===== config.mk =====
export PLATFORM = sky130hd
export DESIGN_NAME = data_bus_if
export DESIGN_NICKNAME = d
export VERILOG_FILES = /design/src/rtl/data_bus_if.sv
export SDC_FILE = /design/constraint.sdc
export NUM_CORES = 1
export LEC_CHECK = 0
export BUFFER_PORTS_ARGS = -buffer_cell sky130_fd_sc_hd__buf_4
export CAP_MARGIN = 20
export CORE_UTILIZATION = 50
export CTS_CLUSTER_DIAMETER = 50
export DETAILED_ROUTE_END_ITERATION = 10
export PLACE_DENSITY = 0.85
export SLEW_MARGIN = 20
export SYNTH_ARGS = -nofsm -noshare
export SYNTH_HDL_FRONTEND = slang
export SYNTH_SLANG_ARGS = --single-unit

===== constraint.sdc =====
create_clock -name clk -period 3.58 [get_ports clk]
set_input_delay 0.358 -clock clk [delete_from_list [all_inputs] [get_ports clk]]
set_output_delay 0.358 -clock clk [all_outputs]
set_load 0.01 [all_outputs]

===== src/rtl/data_bus_if.sv =====
// rtl/data_bus_if.sv - Wishbone B4 classic master bridge between the MEM stage and the data bus
module data_bus_if #(
    parameter int STALL_IDX = 4
) (
    input  logic        clk,
    input  logic        rst,
    input  logic [5:0]  stall_i,
    input  logic        flush_i,
    input  logic        cpu_ce_i,
    input  logic        cpu_we_i,
    input  logic [31:0] cpu_addr_i,
    input  logic [3:0]  cpu_sel_i,
    input  logic [31:0] cpu_data_i,
    output logic [31:0] cpu_data_o,
    output logic        stallreq,
    output logic [31:0] wb_adr_o,
    output logic [31:0] wb_dat_o,
    output logic        wb_we_o,
    output logic [3:0]  wb_sel_o,
    output logic        wb_stb_o,
    output logic        wb_cyc_o,
    input  logic [31:0] wb_dat_i,
    input  logic        wb_ack_i
);

    typedef enum logic [1:0] {
        IDLE       = 2'd0,
        BUSY       = 2'd1,
        WAIT_STALL = 2'd2
    } state_t;

    state_t      state_q, state_d;
    logic [31:0] adr_q, adr_d;
    logic [31:0] dat_q, dat_d;
    logic        we_q, we_d;
    logic [3:0]  sel_q, sel_d;
    logic        stb_q, stb_d;
    logic        cyc_q, cyc_d;
    logic [31:0] rd_buf_q, rd_buf_d;

    logic mem_stalled;
    assign mem_stalled = stall_i[STALL_IDX];

    always_ff @(posedge clk) begin
        if (!rst) begin
            state_q  <= IDLE;
            adr_q    <= 32'h0;
            dat_q    <= 32'h0;
            we_q     <= 1'b0;
            sel_q    <= 4'h0;
            stb_q    <= 1'b0;
            cyc_q    <= 1'b0;
            rd_buf_q <= 32'h0;
        end else begin
            state_q  <= state_d;
            adr_q    <= adr_d;
            dat_q    <= dat_d;
            we_q     <= we_d;
            sel_q    <= sel_d;
            stb_q    <= stb_d;
            cyc_q    <= cyc_d;
            rd_buf_q <= rd_buf_d;
        end
    end

    // Next-state logic; bus outputs only move on launch, ack, or flush.
    always_comb begin
        state_d  = state_q;
        adr_d    = adr_q;
        dat_d    = dat_q;
        we_d     = we_q;
        sel_d    = sel_q;
        stb_d    = stb_q;
        cyc_d    = cyc_q;
        rd_buf_d = rd_buf_q;

        case (state_q)
            IDLE: begin
                if (cpu_ce_i && !flush_i) begin
                    adr_d   = cpu_addr_i;
                    dat_d   = cpu_data_i;
                    we_d    = cpu_we_i;
                    sel_d   = cpu_sel_i;
                    stb_d   = 1'b1;
                    cyc_d   = 1'b1;
                    state_d = BUSY;
                end
            end
            BUSY: begin
                if (flush_i || wb_ack_i) begin
                    adr_d = 32'h0;
                    dat_d = 32'h0;
                    we_d  = 1'b0;
                    sel_d = 4'h0;
                    stb_d = 1'b0;
                    cyc_d = 1'b0;
                end
                if (flush_i) begin
                    rd_buf_d = 32'h0;
                    state_d  = IDLE;
                end else if (wb_ack_i) begin
                    rd_buf_d = wb_dat_i;
                    state_d  = mem_stalled ? WAIT_STALL : IDLE;
                end
            end
            WAIT_STALL: begin
                if (flush_i || !mem_stalled) begin
                    rd_buf_d = 32'h0;
                    state_d  = IDLE;
                end
            end
            default: begin
                adr_d    = 32'h0;
                dat_d    = 32'h0;
                we_d     = 1'b0;
                sel_d    = 4'h0;
                stb_d    = 1'b0;
                cyc_d    = 1'b0;
                rd_buf_d = 32'h0;
                state_d  = IDLE;
            end
        endcase
    end

    // Ack releases the pipeline in the same cycle with bus data passed straight through.
    always_comb begin
        stallreq   = 1'b0;
        cpu_data_o = 32'h0;
        case (state_q)
            IDLE: begin
                stallreq = cpu_ce_i & ~flush_i;
            end
            BUSY: begin
                if (wb_ack_i) begin
                    cpu_data_o = wb_dat_i;
                end else begin
                    stallreq = 1'b1;
                end
            end
            WAIT_STALL: begin
                cpu_data_o = rd_buf_q;
            end
            default: begin
                stallreq   = 1'b0;
                cpu_data_o = 32'h0;
            end
        endcase
    end

    assign wb_adr_o = adr_q;
    assign wb_dat_o = dat_q;
    assign wb_we_o  = we_q;
    assign wb_sel_o = sel_q;
    assign wb_stb_o = stb_q;
    assign wb_cyc_o = cyc_q;

endmodule


======== After elaboration in Yosys (flattened, before gate mapping) ========
Cells that the tools add are included.
cells by class
  equal/unequal tests ..................... 6
  div/mod/pow operators ................... 0
  $add $sub $neg .......................... 0
  multiply operators ...................... 0
  bitwise gates (word level) .............. 4
  muxes and demuxes ....................... 27
  shift operators ......................... 0
  magnitude comparators ................... 0
  reductions and logical operators ........ 9
operator list
  cell                  number
  $pmux W32 S3          3
  $mux W32              7
  $pmux W32 S2          1
  $pmux W4 S3           1
  $mux W2               5
  $reduce_and A3 Y1     3
  $mux W4               2
  $ne A2 B2 Y1 const B  3
  $pmux W1 S3           2
  $pmux W2 S3           1
  $mux W1               4
  $ne A3 B3 Y1 const B  1
  $not A1 Y1            3
  $eq A2 B1 Y1 const B  1
  $eq A2 B2 Y1 const B  1
  $logic_not A1 Y1      2
  $logic_not A2 Y1      1
  $logic_or A1 B1 Y1    2
  $pmux W1 S2           1
  $and A1 B1 Y1         1
  $logic_and A1 B1 Y1   1
storage, ports and cells
  bits in writable memories ............... 0
  bits of input ports ..................... 112
  memories kept ........................... 0
  output and inout port bits .............. 104
  ROM bits ................................ 0
  bits in latches ......................... 0
  register bits after elaboration ......... 104
  word-level logic and storage cells ...... 53

======== Depth between registers and ports, before layout ========
Gate-level depths: netlist of the first run.
  depth in word-level cells ............... 4
  mapped depth ............................ 8
  gate-level depth less buffers ........... 6

======== Least setup slack after synthesis of the first run ========
No wires, ideal clock.
  kind .................................... register -> output
  from .................................... reg state_q[0]
  to ...................................... out stallreq
  setup slack ............................. 1.767 ns
  data required time ...................... 3.222 ns
  data arrival time ....................... 1.455 ns
  stages on the path, launching flop included .. 7
  path buffers ............................ 2
  path through ............................ dfxtp_1 inv_1 ha_1 clkbuf_1 clkbuf_1 nand3b_1 a21oi_1
on the way
  longest elaborated chain between the ends .. 2
  elaborated cells between the ends (all ways) .. 3
  classes of those cells .................. eq/ne (1); mux (1); reduce/logical (1)
ends and longest elaborated chain
  element                                                  RTL line  text
  from (decl)                                              32        state_t state_q, state_d;
  from (signal assigned)                                   55        state_q <= state_d;
  $eq A2 B1 Y1 / $logic_not A2 Y1 (equally long branches)  129       case (state_q)
  $pmux W1 S2 *                                            129
  to (decl)                                                15        output logic stallreq,
Mark *: on every way between the ends. The rest lies on a longest branch, timed or not.

======== Worst setup path in the final report of the first run ========
Ends and elaborated chain as after synthesis.

==> metrics.md, run 1 <==
| Metric | Value |
|---|---|
| Hold-fix buffers, CTS | 0 |
| Core Area | 8720 um2 |
| Die width | 97.0 um |
| Avg Cell Area, Syn | 8.04 um2 |
| Sequential fraction of the synthesis area | 0.462 |
| Most used flip-flop cell after synthesis | dfxtp_1 |
| Max-Cap Viols | 0 |
| Clk_skew | 0.0207 ns |
| Worst EP required | 3.22 ns |
| Global routing usage on met1 | 0.311 |
| Pre-CTS setup slack | 1.34 ns |
| Final setup margin | 1.12 ns |
| CP Capture Point | stallreq |
| CP arrival | 2.10 ns |
| # diodes | 0 |
| CTS clk-pin slew, worst paths | 0.10 ns |
| Status | complete, no violations |
| 1st-iter DRT viols | 174 |
| Die area | 9400 um2 |
| Final core occ | 0.716 |
| Post-CTS Setup Bufs | 0 |
| Cell taking the most area after synthesis | dfxtp_1 |
| Layout cells sized above 1 | 0.326 |
| RSZ-0062 raised after global routing | false |
| Met3 Use GR | 0.0889 |
| Met2 Usage GRT | 0.461 |
| Count of cell types in the netlist | 28 |
| Peak fanout along the critical path | 70 |
| Reg2reg setup slack | 1.29 ns |
| Vias per cell | 5.49 |
| Routed WL per cell | 15.0 um |
| CTS tree | done |
| Async S/R FF share, synth | 0 |
| Synth top area share | 0.462 |
| Worst Reg-to-Reg Cells | 7 |
| Final hold violation count | 0 |
| Critical path's slowest cell | buf_4 |
| EDFF count, synth | 0 |
| Post-CTS Resized | 0 |
| Final setup vio count | 0 |
| Top-count cell post-synth | nand2_1 |
| Hold WS | 0.244 ns |
| Mapped Cells | 561 |
| Total gr overflow | 0 |
| Via count of the routed design | 4,670 |
| Post-Syn Area | 4510 um2 |
| Final worst path period share | 0.687 |
| Power Density | 530 nW/um2 |
| DRC | 0 |
| Synthesis-stage register bit count | 104 |
| Worst-Margin Slew | 0.825 ns |
| Mapped Nets | 678 |
| Worst path cell trace | inv_1, ha_2, buf_4, nand3b_1, a21oi_1, buf_4 |
| Busiest grt layer | met2 |
| Worst R2R End | rd_buf_q[19] |
| FMAX | 407 MHz |
| Vias in the first global route | 4,371 |
| Slew Viols, Final | 0 |
| Antenna Nets Post-Route | 0 |
| Initial DRT Pass Iterations | 4 |
| Worst vdd ir | 364 uV |
| Tot GR Track Use | 0.268 |
| Slew margin rel. | 0.450 |
| Post-Layout Inst Area | 6240 um2 |
| Setup CP Type | reg2out |
| Clock sinks | 104 |
| FF-to-FF Start | state_q[0] |
| Startpoint Class | register |
| Lkg Pwr | 2.57 nW |
| Hold Path Class | in2reg |
| # H-tree levels | 3 |
| Bufs on Longest Clock Path | 2 |
| GPL Wtd Cong | 0.785 |
| First-pass GRT wire length | 20,900 um |
| CTS Buf Count | 9 |
| Post-synth top cells | nand2_1 (116), dfxtp_1 (104), a21oi_1 (83), nand3_1 (80), clkbuf_1 (34) |
| Crit. Startpoint | state_q[0] |
| Starting density of the core | 0.517 |
| Initial antenna violation count | 0 |
| CP Capture Type | output pin |
| Die Height | 97.0 um |
| Dpl hpwl | 8900 um |
| CP max stage delay | 0.56 ns |
| Post-Route WL | 12,800 um |
| I/O Pins | 216 |
| Final Net Count | 855 |
| Port Buf Inserts | 210 |
| Area Growth Syn to Fin | 38.5% |
| Critical Path Most Common Cell | buf_4 |
| Placed inst area | 6060 um2 |
| Tmin final | 2.46 ns |
| Top cells by area, synth | dfxtp_1 (46%), nand2_1 (9.7%), a21oi_1 (9.2%) |
| Clock latency on the worst-skew pair | 0.37 ns |
| # rows | 34 |
| Syn. warnings | 0 |
| Root buffer cell | clkbuf_8 |
| TNS Setup | 0 ns |
| Largest net degree at the start of global routing | 81 |
cells by family (layout without fill, tap and decap cells):
| logic type | Yosys count | count (layout) | share of synthesized area |
|---|---|---|---|
| adders and majority gates | 5 | 5 | 0.0139 |
| AOI/OAI and AO/OA | 132 | 132 | 0.170 |
| DFF | 104 | 104 | 0.462 |
| muxes | 22 | 22 | 0.0488 |
| and+or+nand+nor | 242 | 242 | 0.252 |
| buffers and inverters | 56 | 238 | 0.0533 |
power breakdown:
part | internal [mW] | total, mW | switching (mW)
Combinational | 0.536 | 1.23 | 0.699
Clock | 0.265 | 0.680 | 0.415
Sequential | 1.31 | 1.40 | 0.0842
Total | 2.11 | 3.31 | 1.20
worst max-delay path: cells and delay by family, from the launching register on:
family | cells | cell delay (ns)
compound gates | 1 | 0.17
fa+ha+maj | 1 | 0.24
simple gates | 1 | 0.13
flops | 1 | 0.36
buf+inv | 3 | 0.83
layout make-up:
type                            instances  area, um2
Clock inverter                          6       51.3
Sequential cell                       104       2080
Tap cell                              108        135
Multi-Input combinational cell        401       2190
Timing Repair Buffer                  219       1640
Inverter                                3       11.3
Fill cell                             691       2480
Clock buffer                           10        128
per-layer routing:
layer | share of wire | wire, um
met1 | 0.39 | 5020
met5 | 0 | 0
met4 | 0.020 | 261
met3 | 0.086 | 1100
met2 | 0.50 | 6420
per-stage QoR:
stage,std cells,power (mW)
6_report,851,3.31
5_1_grt,851,3.50
4_1_cts,851,3.33
3_5_place_dp,835,2.66
3_3_place_gp,835,2.62
2_1_floorplan,561,2.17
how the worst min path moves through the flow:
| stage | slack [ns] | cells past startpoint | to | startpoint |
|---|---|---|---|---|
| finish | 0.24 | 3 | state_q[1] | stall_i[4] |
| global route | 0.23 | 3 | state_q[1] | stall_i[4] |
| CTS | 0.23 | 3 | state_q[1] | stall_i[4] |
| detailed placement | 0.44 | 2 | wb_adr_o[15] | wb_adr_o[15] |
| floorplan | 0.44 | 2 | rd_buf_q[11] | rd_buf_q[11] |
| global placement | 0.44 | 2 | wb_dat_o[14] | wb_dat_o[14] |
cell usage in the layout, fill, tap and decap left out, types with 4 or more instances in the layout:
cell and n:
buf_4 219, nand2_1 116, dfxtp_1 104, a21oi_1 83, nand3_1 80, nor2b_1 32, a22oi_1 31, mux2i_1 22
o21ai_0 13, clkbuf_8 9, ha_1 4
sequential cells by signal (all words and copies together), names as in the netlist:
name,count
wb_sel_o,4
wb_adr_o,32
wb_we_o,1
state_q,2
wb_dat_o,32
wb_cyc_o,1
rd_buf_q,32
No activity file was read; power rests on OpenSTA's default activity.
==> run 2, diff against run 1 <==
- ABC_AREA: default -> 1
- PLACE_DENSITY: 0.85 -> 0.8
- clock period: 3.58 -> 2.53 ns (I/O delays scaled with it)
==> metrics.md, run 2 <==
| Metric | Value |
|---|---|
| Status | complete, no violations (unchanged) |
| Sequential fraction of the synthesis area | 0.359 (was 0.462) |
| Critical Path Most Common Cell | buf_4 (unchanged) |
| Final worst path period share | 0.850 |
| Largest net degree at the start of global routing | 61 (was 81) |
| Peak fanout along the critical path | 32 (was 70) |
| Vias per cell | 4.81 (was 5.49) |
| FF-to-FF Start | state_q[1] (was state_q[0]) |
| RSZ-0062 raised after global routing | false (unchanged) |
| Worst-Margin Slew | 0.641 ns (was 0.825 ns) |
| Multi-input logic area | 2750 um2 (was 2190 um2) |
| Mapped Nets | 1,118 (was 678) |
| Mapped Cells | 1,001 (was 561) |
| Root buffer cell | clkbuf_16 (was clkbuf_8) |
| Most frequent cells in the layout | nand2_1 (344), buf_4 (228), inv_1 (170), nor2_1 (149), dfxtp_1 (104) (was buf_4 (219), nand2_1 (116), dfxtp_1 (104), a21oi_1 (83), nand3_1 (80)) |
| First-pass GRT wire length | 25,100 um (was 20,900 um) |
| Hold Path Class | in2reg (unchanged) |
| Clock latency on the worst-skew pair | 0.35 ns (was 0.37 ns) |
| Worst path cell trace | inv_1, ha_1, buf_4, nand2_1, a21oi_1, buf_4 (was inv_1, ha_2, buf_4, nand3b_1, a21oi_1, buf_4) |
| Most common cell after layout, fill and taps aside | nand2_1 (was buf_4) |
| Hold Path Sink | wb_adr_o[5] (was state_q[1]) |
| Final hold violation count | 0 (unchanged) |
| Via count of the routed design | 6,314 (was 4,670) |
| Die area | 12,000 um2 (was 9400 um2) |
| Async S/R FF share, synth | 0 (unchanged) |
| Tmin final | 2.15 ns |
| CP max stage delay | 0.36 ns (was 0.56 ns) |
| Antenna Nets Post-Route | 0 (unchanged) |
| Final setup vio count | 0 (unchanged) |
| Hold-fix buffers, CTS | 0 (unchanged) |
| Most used flip-flop cell after synthesis | dfxtp_1 (unchanged) |
| Initial DRT Pass Iterations | 5 (was 4) |
| Lkg Pwr | 4.34 nW (was 2.57 nW) |
| Clk_skew | 0.00607 ns (was 0.0207 ns) |
| 1st-iter DRT viols | 521 (was 174) |
| Total gr overflow | 0 (unchanged) |
| Slew Viols, Final | 0 (unchanged) |
| CP arrival | 1.90 ns (was 2.10 ns) |
| CTS tree | done (unchanged) |
| Critical path's slowest cell | buf_4 (unchanged) |
| Top-count cell post-synth | nand2_1 (unchanged) |
| Clock sinks | 104 (unchanged) |
| Max-Cap Viols | 0 (unchanged) |
| Syn. warnings | 0 (unchanged) |
| Worst Reg-to-Reg Cells | 8 (was 7) |
| Tot GR Track Use | 0.263 (was 0.268) |
| Count of cell types in the netlist | 17 (was 28) |
| Core Area | 11,100 um2 (was 8720 um2) |
| WP buf/inv | 3 (unchanged) |
| Setup CP Type | reg2out (unchanged) |
| Bufs on Longest Clock Path | 2 (unchanged) |
| Final setup margin | 0.379 ns (was 1.12 ns) |
| WHS Path Cells | 5 (was 3) |
| HP Start | cpu_addr_i[5] (was stall_i[4]) |
| Worst EP required | 2.28 ns (was 3.22 ns) |
| Worst R2R End | wb_dat_o[9] (was rd_buf_q[19]) |
| Synthesis-stage register bit count | 104 (unchanged) |
| Port Buf Inserts | 210 (unchanged) |
| Vias in the first global route | 5,506 (was 4,371) |
| Die Height | 110 um (was 97.0 um) |
| Slew margin rel. | 0.573 (was 0.450) |
| Power Density | 1130 nW/um2 (was 530 nW/um2) |
| # H-tree levels | 3 (unchanged) |
| Final Net Count | 1,284 (was 855) |
| Synth top area share | 0.359 (was 0.462) |
| Die width | 110 um (was 97.0 um) |
| Routed WL per cell | 12.2 um (was 15.0 um) |
| # diodes | 0 (unchanged) |
| Avg Cell Area, Syn | 5.80 um2 (was 8.04 um2) |
| CTS Buf Count | 9 (unchanged) |
| Top cells by area, synth | dfxtp_1 (36%), nand2_1 (22%), inv_1 (11%) (was dfxtp_1 (46%), nand2_1 (9.7%), a21oi_1 (9.2%)) |
| Reg2reg setup slack | 0.64 ns (was 1.29 ns) |
| DRC | 0 (unchanged) |
| Fillers | 1,017 (was 691) |
| CTS clk-pin slew, worst paths | 0.07 ns (was 0.10 ns) |
| Worst vdd ir | 714 uV (was 364 uV) |
| Initial antenna violation count | 0 (unchanged) |
| Post-Route WL | 16,000 um (was 12,800 um) |
| CP Capture Type | output pin (unchanged) |
| TNS Setup | 0 ns (unchanged) |
| FMAX | 465 MHz |
| GPL Wtd Cong | 0.805 (was 0.785) |
| I/O Pins | 216 (unchanged) |
| Area Growth Syn to Fin | 32.9% (was 38.5%) |
| CP top delay family | buffers and inverters (unchanged) |
| Startpoint Class | register (unchanged) |
| Post-CTS Resized | 0 (unchanged) |
| EDFF count, synth | 0 (unchanged) |
| WP depth | 6 (unchanged) |
| Post-CTS Setup Bufs | 0 (unchanged) |
| Layout cells sized above 1 | 0.221 (was 0.326) |
| Post-synth top cells | nand2_1 (344), inv_1 (170), nor2_1 (149), dfxtp_1 (104), nand4_1 (71) (was nand2_1 (116), dfxtp_1 (104), a21oi_1 (83), nand3_1 (80), clkbuf_1 (34)) |
| Starting density of the core | 0.524 (was 0.517) |
| Dpl hpwl | 10,300 um (was 8900 um) |
| Cell taking the most area after synthesis | dfxtp_1 (unchanged) |
| # rows | 38 (was 34) |
| Register area | 2080 um2 (unchanged) |
| Post-Syn Area | 5800 um2 (was 4510 um2) |
| Pre-CTS setup slack | 0.688 ns (was 1.34 ns) |
run 2: changes by cell type after synthesis, sizes merged, moves of 31 or more:
cell,change
nand2,+230
inv,+178
nor2,+145
nand4,+70
nand3,-54
a21oi,-40
nor2b,-32
a22oi,-31
run 2: worst max-delay path by stage:
stage                     endpoint        from  slack, ns
global route              stallreq  state_q[1]       0.25
floorplan                 stallreq  state_q[0]       0.96
finish              cpu_data_o[26]  state_q[0]       0.38
CTS                 cpu_data_o[10]  state_q[0]       0.39
global placement      wb_adr_o[31]  state_q[1]       0.71
detailed placement    wb_dat_o[31]  state_q[1]       0.69
run 2: final cells by class:
| type | instances | share of cell area |
|---|---|---|
| sequential | 104 | 0.270 |
| timing repair buffer | 228 | 0.222 |
| multi-input combinational | 643 | 0.356 |
| clock inverter | 5 | 0.0104 |
| clock buffer | 11 | 0.0315 |
| tap | 140 | 0.0227 |
| inverter | 181 | 0.0880 |
run 2: layer usage:
metal	GRT usage	wire, um	up-vias
met3	0.0510	1320	31
met5	0	0	-
met2	0.445	7310	253
met4	0.110	397	0
li1	-	-	3316
met1	0.326	6950	2714
run 2: cells by family (layout without fill, tap and decap cells):
kind of cell / after synthesis / after routing / synth area share
fa+ha+maj: 5 / 5 / 0.0108
compound gates: 46 / 46 / 0.0401
buf+inv: 254 / 425 / 0.169
flops: 104 / 104 / 0.359
simple gates: 592 / 592 / 0.422
run 2: metrics by stage:
stage	total power, mW	utilization	area [um2]	cells	hold slack [ns]
after detailed placement	7.23	0.667	7390	1296	0.455
after global routing	9.57	0.697	7720	1312	0.234
after global placement	7.16	0.667	7390	1296	0.448
final	8.73	0.697	7720	1312	0.216
after floorplan	5.74	-	5800	1001	0.382
after CTS	8.78	0.697	7720	1312	0.204
run 2: report_power, final:
part	total [mW]	switching [mW]	internal, mW
clock	1.52	0.625	0.894
sequential	2.39	0.243	2.15
combinational	4.83	3.05	1.77
total	8.73	3.92	4.82
run 2: worst register-to-register path, delay by kind of cell, from the launching register on:
kind | cells | cell delay (ns)
buffers and inverters | 3 | 0.92
and+or+nand+nor | 4 | 0.37
adders and majority gates | 1 | 0.22
DFF | 1 | 0.31
